`src/rtl/cpu_ctrl_seq_pkg.sv`:
```
// Shared definitions for the mini CPU control sequencer: opcodes, FSM
// states, ALU operation codes and error codes, plus small opcode helpers.
package cpu_ctrl_seq_pkg;

    // Opcode field values (IR[7:4]); 9..E are unassigned and illegal.
    localparam logic [3:0] OP_NOP = 4'h0;
    localparam logic [3:0] OP_LDA = 4'h1;
    localparam logic [3:0] OP_STA = 4'h2;
    localparam logic [3:0] OP_ADD = 4'h3;
    localparam logic [3:0] OP_SUB = 4'h4;
    localparam logic [3:0] OP_AND = 4'h5;
    localparam logic [3:0] OP_OR  = 4'h6;
    localparam logic [3:0] OP_JMP = 4'h7;
    localparam logic [3:0] OP_JZ  = 4'h8;
    localparam logic [3:0] OP_HLT = 4'hF;

    // ALU operation select driven during EXEC.
    localparam logic [1:0] ALU_ADD = 2'b00;
    localparam logic [1:0] ALU_SUB = 2'b01;
    localparam logic [1:0] ALU_AND = 2'b10;
    localparam logic [1:0] ALU_OR  = 2'b11;

    // Error codes reported while in ERR.
    localparam logic [1:0] ERR_NONE    = 2'b00;
    localparam logic [1:0] ERR_ILLEGAL = 2'b01;
    localparam logic [1:0] ERR_TIMEOUT = 2'b10;

    typedef enum logic [2:0] {
        ST_IDLE   = 3'd0,
        ST_FETCH  = 3'd1,
        ST_DECODE = 3'd2,
        ST_OPER   = 3'd3,
        ST_EXEC   = 3'd4,
        ST_HALT   = 3'd5,
        ST_ERR    = 3'd6
    } state_t;

    // Two-operand ALU instructions: these take the OPER + EXEC path.
    function automatic logic is_alu_op(input logic [3:0] op);
        return (op == OP_ADD) || (op == OP_SUB) || (op == OP_AND) || (op == OP_OR);
    endfunction

    // Instructions that need a second memory access with the operand address.
    function automatic logic needs_oper(input logic [3:0] op);
        return (op == OP_LDA) || (op == OP_STA) || is_alu_op(op);
    endfunction

    // ALU select for an ALU opcode (ADD..OR map onto 00..11).
    function automatic logic [1:0] alu_sel(input logic [3:0] op);
        logic [1:0] sel;
        case (op)
            OP_SUB:  sel = ALU_SUB;
            OP_AND:  sel = ALU_AND;
            OP_OR:   sel = ALU_OR;
            default: sel = ALU_ADD;
        endcase
        return sel;
    endfunction

endpackage

```
`src/rtl/cpu_ctrl_seq_wait_timer.sv`:
```
// Memory wait timer for the control sequencer.
// Counts consecutive cycles a memory request is outstanding without an
// acknowledge and flags expiry on the cycle the count would reach MAX_WAIT.
// Ports:
//   clk     in  system clock
//   rst_n   in  asynchronous active-low reset
//   clear   in  return the count to zero (priority over count)
//   count   in  one more cycle of waiting (request high, no ack)
//   expire  out this waiting cycle is the MAX_WAIT-th one; give up
module cpu_ctrl_seq_wait_timer #(
    parameter int MAX_WAIT = 15
) (
    input  logic clk,
    input  logic rst_n,
    input  logic clear,
    input  logic count,
    output logic expire
);

    logic [7:0] cnt_reg;

    always_ff @(posedge clk or negedge rst_n) begin
        if (!rst_n) begin
            cnt_reg <= 8'd0;
        end else if (clear) begin
            cnt_reg <= 8'd0;
        end else if (count) begin
            cnt_reg <= cnt_reg + 8'd1;
        end
    end

    // cnt_reg holds the waits already seen; an ack in this same cycle
    // deasserts count and so always beats the timeout.
    assign expire = count && (cnt_reg == 8'(MAX_WAIT - 1));

endmodule

```
`src/rtl/cpu_ctrl_seq.sv`:
```
// Multi-cycle control sequencer for the 8-bit mini CPU.
// Walks FETCH -> DECODE -> (OPER -> (EXEC)) for the instruction in IR and
// drives register load enables, PC strobes, ALU select and the memory
// request handshake. HLT, illegal opcodes and bus timeouts are absorbing.
// Ports:
//   CLK, CLRn          clock, asynchronous active-low reset
//   Start              leave IDLE and start fetching
//   IR_Q               instruction register {opcode, operand}
//   Zero               registered zero flag (used by JZ)
//   Mem_Ack            memory completes the current request
//   Mem_Req, Mem_We    memory request / write qualifier
//   Addr_Sel           0 = PC address, 1 = IR operand address
//   IR_En, A_En, A_Src, B_En, Flag_En   datapath load enables / A source
//   ALU_Op             ALU operation select
//   PC_Inc, PC_Load    program counter strobes (mutually exclusive)
//   Halted, Err, Err_Code   terminal status
module cpu_ctrl_seq
    import cpu_ctrl_seq_pkg::*;
#(
    parameter int DW       = 8,
    parameter int AW       = 4,
    parameter int MAX_WAIT = 15
) (
    input  logic          CLK,
    input  logic          CLRn,
    input  logic          Start,
    input  logic [DW-1:0] IR_Q,
    input  logic          Zero,
    input  logic          Mem_Ack,
    output logic          Mem_Req,
    output logic          Mem_We,
    output logic          Addr_Sel,
    output logic          IR_En,
    output logic          A_En,
    output logic          A_Src,
    output logic          B_En,
    output logic          Flag_En,
    output logic [1:0]    ALU_Op,
    output logic          PC_Inc,
    output logic          PC_Load,
    output logic          Halted,
    output logic          Err,
    output logic [1:0]    Err_Code
);

    state_t     state_reg, state_next;
    logic [1:0] err_code_reg, err_code_next;
    logic [3:0] opcode;
    logic       unused_operand;
    logic       wait_clear, wait_count, wait_expire;

    assign opcode = IR_Q[DW-1 -: 4];
    // The operand field feeds the address mux in the datapath, not this block.
    assign unused_operand = ^IR_Q[AW-1:0];

    // Any cycle without an outstanding, unacknowledged request resets the
    // count, which also covers every entry into FETCH and OPER.
    assign wait_count = Mem_Req && !Mem_Ack;
    assign wait_clear = !wait_count;

    cpu_ctrl_seq_wait_timer #(
        .MAX_WAIT (MAX_WAIT)
    ) u_wait_timer (
        .clk    (CLK),
        .rst_n  (CLRn),
        .clear  (wait_clear),
        .count  (wait_count),
        .expire (wait_expire)
    );

    // State register
    always_ff @(posedge CLK or negedge CLRn) begin
        if (!CLRn) begin
            state_reg    <= ST_IDLE;
            err_code_reg <= ERR_NONE;
        end else begin
            state_reg    <= state_next;
            err_code_reg <= err_code_next;
        end
    end

    // Next-state logic
    always_comb begin
        state_next    = state_reg;
        err_code_next = err_code_reg;
        case (state_reg)
            ST_IDLE: begin
                if (Start) state_next = ST_FETCH;
            end
            ST_FETCH: begin
                if (Mem_Ack) begin
                    state_next = ST_DECODE;
                end else if (wait_expire) begin
                    state_next    = ST_ERR;
                    err_code_next = ERR_TIMEOUT;
                end
            end
            ST_DECODE: begin
                if (opcode == OP_NOP || opcode == OP_JMP || opcode == OP_JZ) begin
                    state_next = ST_FETCH;
                end else if (needs_oper(opcode)) begin
                    state_next = ST_OPER;
                end else if (opcode == OP_HLT) begin
                    state_next = ST_HALT;
                end else begin
                    state_next    = ST_ERR;
                    err_code_next = ERR_ILLEGAL;
                end
            end
            ST_OPER: begin
                if (Mem_Ack) begin
                    state_next = is_alu_op(opcode) ? ST_EXEC : ST_FETCH;
                end else if (wait_expire) begin
                    state_next    = ST_ERR;
                    err_code_next = ERR_TIMEOUT;
                end
            end
            ST_EXEC:  state_next = ST_FETCH;
            ST_HALT:  state_next = ST_HALT;
            ST_ERR:   state_next = ST_ERR;
            default:  state_next = ST_IDLE;
        endcase
    end

    // Output decode
    always_comb begin
        Mem_Req  = 1'b0;
        Mem_We   = 1'b0;
        Addr_Sel = 1'b0;
        IR_En    = 1'b0;
        A_En     = 1'b0;
        A_Src    = 1'b0;
        B_En     = 1'b0;
        Flag_En  = 1'b0;
        ALU_Op   = ALU_ADD;
        PC_Inc   = 1'b0;
        PC_Load  = 1'b0;
        Halted   = 1'b0;
        Err      = 1'b0;
        case (state_reg)
            ST_FETCH: begin
                Mem_Req = 1'b1;
                IR_En   = Mem_Ack;
            end
            ST_DECODE: begin
                if (opcode == OP_JMP) begin
                    PC_Load = 1'b1;
                end else if (opcode == OP_JZ) begin
                    PC_Load = Zero;
                    PC_Inc  = !Zero;
                end else if (opcode == OP_NOP || needs_oper(opcode)) begin
                    PC_Inc = 1'b1;
                end
            end
            ST_OPER: begin
                Mem_Req  = 1'b1;
                Addr_Sel = 1'b1;
                Mem_We   = (opcode == OP_STA);
                if (Mem_Ack) begin
                    if (opcode == OP_LDA) begin
                        A_En    = 1'b1;
                        Flag_En = 1'b1;
                    end
                    B_En = is_alu_op(opcode);
                end
            end
            ST_EXEC: begin
                A_En    = 1'b1;
                A_Src   = 1'b1;
                Flag_En = 1'b1;
                ALU_Op  = alu_sel(opcode);
            end
            ST_HALT: Halted = 1'b1;
            ST_ERR:  Err    = 1'b1;
            default: ;
        endcase
    end

    assign Err_Code = err_code_reg;

endmodule
```
`config.mk`:
```
export PLATFORM = sky130hd
export DESIGN_NAME = cpu_ctrl_seq
export DESIGN_NICKNAME = d
export VERILOG_FILES = /design/src/rtl/cpu_ctrl_seq_pkg.sv /design/src/rtl/cpu_ctrl_seq_wait_timer.sv /design/src/rtl/cpu_ctrl_seq.sv
export SDC_FILE = /design/constraint.sdc
export NUM_CORES = 1
export LEC_CHECK = 0
export CAP_MARGIN = 20
export CORE_ASPECT_RATIO = 1.75
export CORE_MARGIN = 5
export CORE_UTILIZATION = 40
export CTS_CLUSTER_DIAMETER = 60
export CTS_CLUSTER_SIZE = 40
export DETAILED_ROUTE_END_ITERATION = 7
export PLACE_DENSITY = 0.83
export SYNTH_ARGS = -nofsm -noshare
export SYNTH_HDL_FRONTEND = slang
export SYNTH_SLANG_ARGS = --single-unit
export TNS_END_PERCENT = 100
```
`constraint.sdc`:
```
create_clock -name CLK -period 2 [get_ports CLK]
set_input_delay 0.2 -clock CLK [delete_from_list [all_inputs] [get_ports CLK]]
set_output_delay 0.2 -clock CLK [all_outputs]
set_load 0.01 [all_outputs]
```
==> results.cfg, run 1 <==
[status]
status = completed

[cts]
clk_pin_slew_worst_paths_ps = 60
clock_path_buffers = 2
cts.sinks = 13
ctsRootBufferMaster = clkbuf_8
cts-buffers-inserted = 3
hold_buffers = 0
worstSkewPairLatency_ps = 250
cts_max_level = 1
cts_tree = done

[drt]
drt_iter0_drc = 13
vias = 867
vias_per_cell = 5.56
first_pass_iters = 4
ant_nets = 0
wire_per_inst_microns = 14.5
drc = 0
drt_wl_total_mm = 2.27

[critical_path]
r2r_slack_ps = 430
slowest_stage = clkdlybuf4s50_1
ff2ff_path_depth = 4
critical_path.max_fanout = 9
cp.required_ps = 1800
worst_setup_path_end_kind = output pin
reg2reg_from = state_reg[2]$_DFFE_PN0P_
r2r-end = Err_Code[0]$_DFFE_PN0P_
crit_chain = nor3b_2 -> nand2_1 -> nor2_1 -> clkdlybuf4s50_1
critPathArrivalTime_ps = 1700
crit_path_start_kind = flop
max_stage_delay_ps = 530
crit_type = reg2out

[sta]
slew_viol_final = 0
final.setup.tns_ps = 0
fin_crit_sh_pct = 94.9
worst_slew_pin_slew_ps = 563
setup_viol = 0
hold_ws_ps = 317
min_period_ps = 1900
slew_headroom_pct = 62.3
finalHoldViolCount = 0
skew_ps = 4.56
max_freq_mhz = 527

[grt]
use_met2_pct = 26.5
grt_use_total_pct = 15.4
overflow = 0
grt_pass1_wl_mm = 3.81
grt_util_met3_pct = 1.48
grt_use_met1_pct = 16.7
grt-busiest-layer = met2
grt_max_degree = 14
grt_pass1_vias = 885
antenna_found_initial = 0

[floorplan]
coreArea_sq_um = 2240
die_w_microns = 46.0
initial_utilization_pct = 40.5
rows = 23
pin_count = 29
die_area_sq_um = 3360
die_h_microns = 73.0

[synthesis]
syn_inst = 103
yosys-top-cells-area = dfrtp_1, xor2_1, nor2_1, nor2b_1, a32oi_1
synth_nets = 118
netlist_area_sq_um = 908
yosysWarnings = 0
synth.largest_area_cell = dfrtp_1
synth.top_cell.area_share_pct = 35.8
ys_types = 37
syn_area_per_cell_sq_um = 8.82
synth_seq_cells = 13
synth-seq-area-share_pct = 35.8

[power_and_ir_drop]
switching_power_uw = 410
power_frac_seq_pct = 34.7
pwr-share-comb_pct = 44.8
p_leak_nw = 0.555
clockPowerShare_pct = 20.5
power_mw = 1.15
vdd_drop_max_v = 0.000521
p_sw_share_pct = 35.7
cell_internal_pwr_uw = 739
power_density_nw_per_um2 = 901

[final_layout]
layout-drive-gt1-share_pct = 16.8
fillers = 213
antennaDiodeCount = 0
multiInputGateArea_sq_um = 546
seq_area_sq_um = 329
design_area_sq_um = 1270
syn2layout_area_growth_pct = 40.4
mostFrequentLayoutCells = clkdlybuf4s50_1, nor2_1, dfrtp_1
layout_commonest_cell = clkdlybuf4s50_1
finalNetCount = 147
largest_reg_flops = 8

[placed_design]
placed_cell_area_sq_um = 1200
io_buffers = 24
dp_hpwl_mm = 1.73
place_congestion = 0.858

[job]
cap_violations = 0

[worst_hold_path]
min_path_type = in2async
[critical path: cells and delay by family (launching register included)]
family | cells | cell delay [ps]
buffers and inverters | 1 | 530
and+or+nand+nor | 3 | 450
DFF | 1 | 460
[stage by stage]
| step | util [%] | cells | setup slack (ps) |
|---|---|---|---|
| finish | 56.8 | 156 | 102 |
| global route | 56.8 | 156 | -28.1 |
| CTS | 56.5 | 155 | 99.0 |
| detailed placement | 53.5 | 151 | -209 |
| global placement | 53.5 | 151 | -147 |
| floorplan | - | 103 | 349 |
[logic make-up (layout without fill, tap and decap cells)]
logic type | Yosys count | after routing | share of synthesized area [%]
simple gates | 49 | 49 | 32.6
fa+ha+maj | 2 | 2 | 2.75
compound gates | 16 | 16 | 13.2
xor+xnor | 9 | 9 | 8.68
buf+inv | 14 | 42 | 6.89
flops | 13 | 13 | 35.8
[area by class of cell]
cell class / count / area share [%]
clock buffers: 4 / 3.53
inverters: 4 / 1.18
multi-input cells: 76 / 42.8
flip-flops and latches: 13 / 25.8
well taps: 25 / 2.45
repair buffers: 34 / 24.2
[power by group through the flow]
stage | sequential, mW | clock, mW | combinational (mW)
after floorplan | 0.355 | 0 | 0.327
after global placement | 0.391 | 0 | 0.493
after detailed placement | 0.394 | 0 | 0.507
after CTS | 0.399 | 0.245 | 0.514
after global routing | 0.411 | 0.256 | 0.566
final | 0.399 | 0.236 | 0.515
[what timing repair did]
action,CTS,global route
setup buffers,0,1
resized for setup,18,0
endpoints found under the setup margin,8,1
pin swaps,0,1
[Yosys cell counts (all sizes together)]
cell type,n
and3,1
nand4,3
and4b,1
nand4b,2
o211ai,1
or3b,1
dfrtp,13
nor4bb,1
and2,4
ha,2
nor3b,3
clkbuf,6
a22oi,1
nand3,2
or3,2
a21oi,4
nor2b,5
nand2b,1
xor2,6
nor3,3
o21a,1
or4b,1
inv,4
a32oi,3
nor2,12
buf,4
nand2,5
a32o,1
xnor2,3
a31oi,1
nor4,1
nand3b,1
o21bai,1
a211oi,3
[metal layers]
layer  routed length, microns  vias up
met5                        0        -
met4                      100        0
met3                      158        9
met2                     1240       33
met1                      771      404
li1                         -      421
[how the worst max path moves through the flow]
| stage | start | end | slack [ps] | cells past startpoint |
|---|---|---|---|---|
| 3_3_place_gp | IR_Q[4] | Flag_En | -150 | 4 |
| 3_5_place_dp | IR_Q[4] | Flag_En | -210 | 4 |
| 5_1_grt | state_reg[1]$_DFFE_PN0P_ | ALU_Op[1] | -30 | 4 |
| 4_1_cts | state_reg[0]$_DFFE_PN0P_ | ALU_Op[0] | 100 | 4 |
| 6_report | state_reg[1]$_DFFE_PN0P_ | ALU_Op[1] | 100 | 4 |
| 2_1_floorplan | state_reg[2]$_DFFE_PN0P_ | Flag_En | 350 | 4 |
No activity file was read; power rests on OpenSTA's default activity.
==> run 2: changes to the inputs <==
--- a/config.mk
+++ b/config.mk
@@ -5,6 +5,7 @@
 export SDC_FILE = /design/constraint.sdc
 export NUM_CORES = 1
 export LEC_CHECK = 0
+export ABC_CLOCK_PERIOD_IN_PS = 2000
 export CAP_MARGIN = 20
 export CORE_ASPECT_RATIO = 1.75
 export CORE_MARGIN = 5
==> results of run 2 <==
No change in the layout: final DEF, timing and power equal those of run 1.
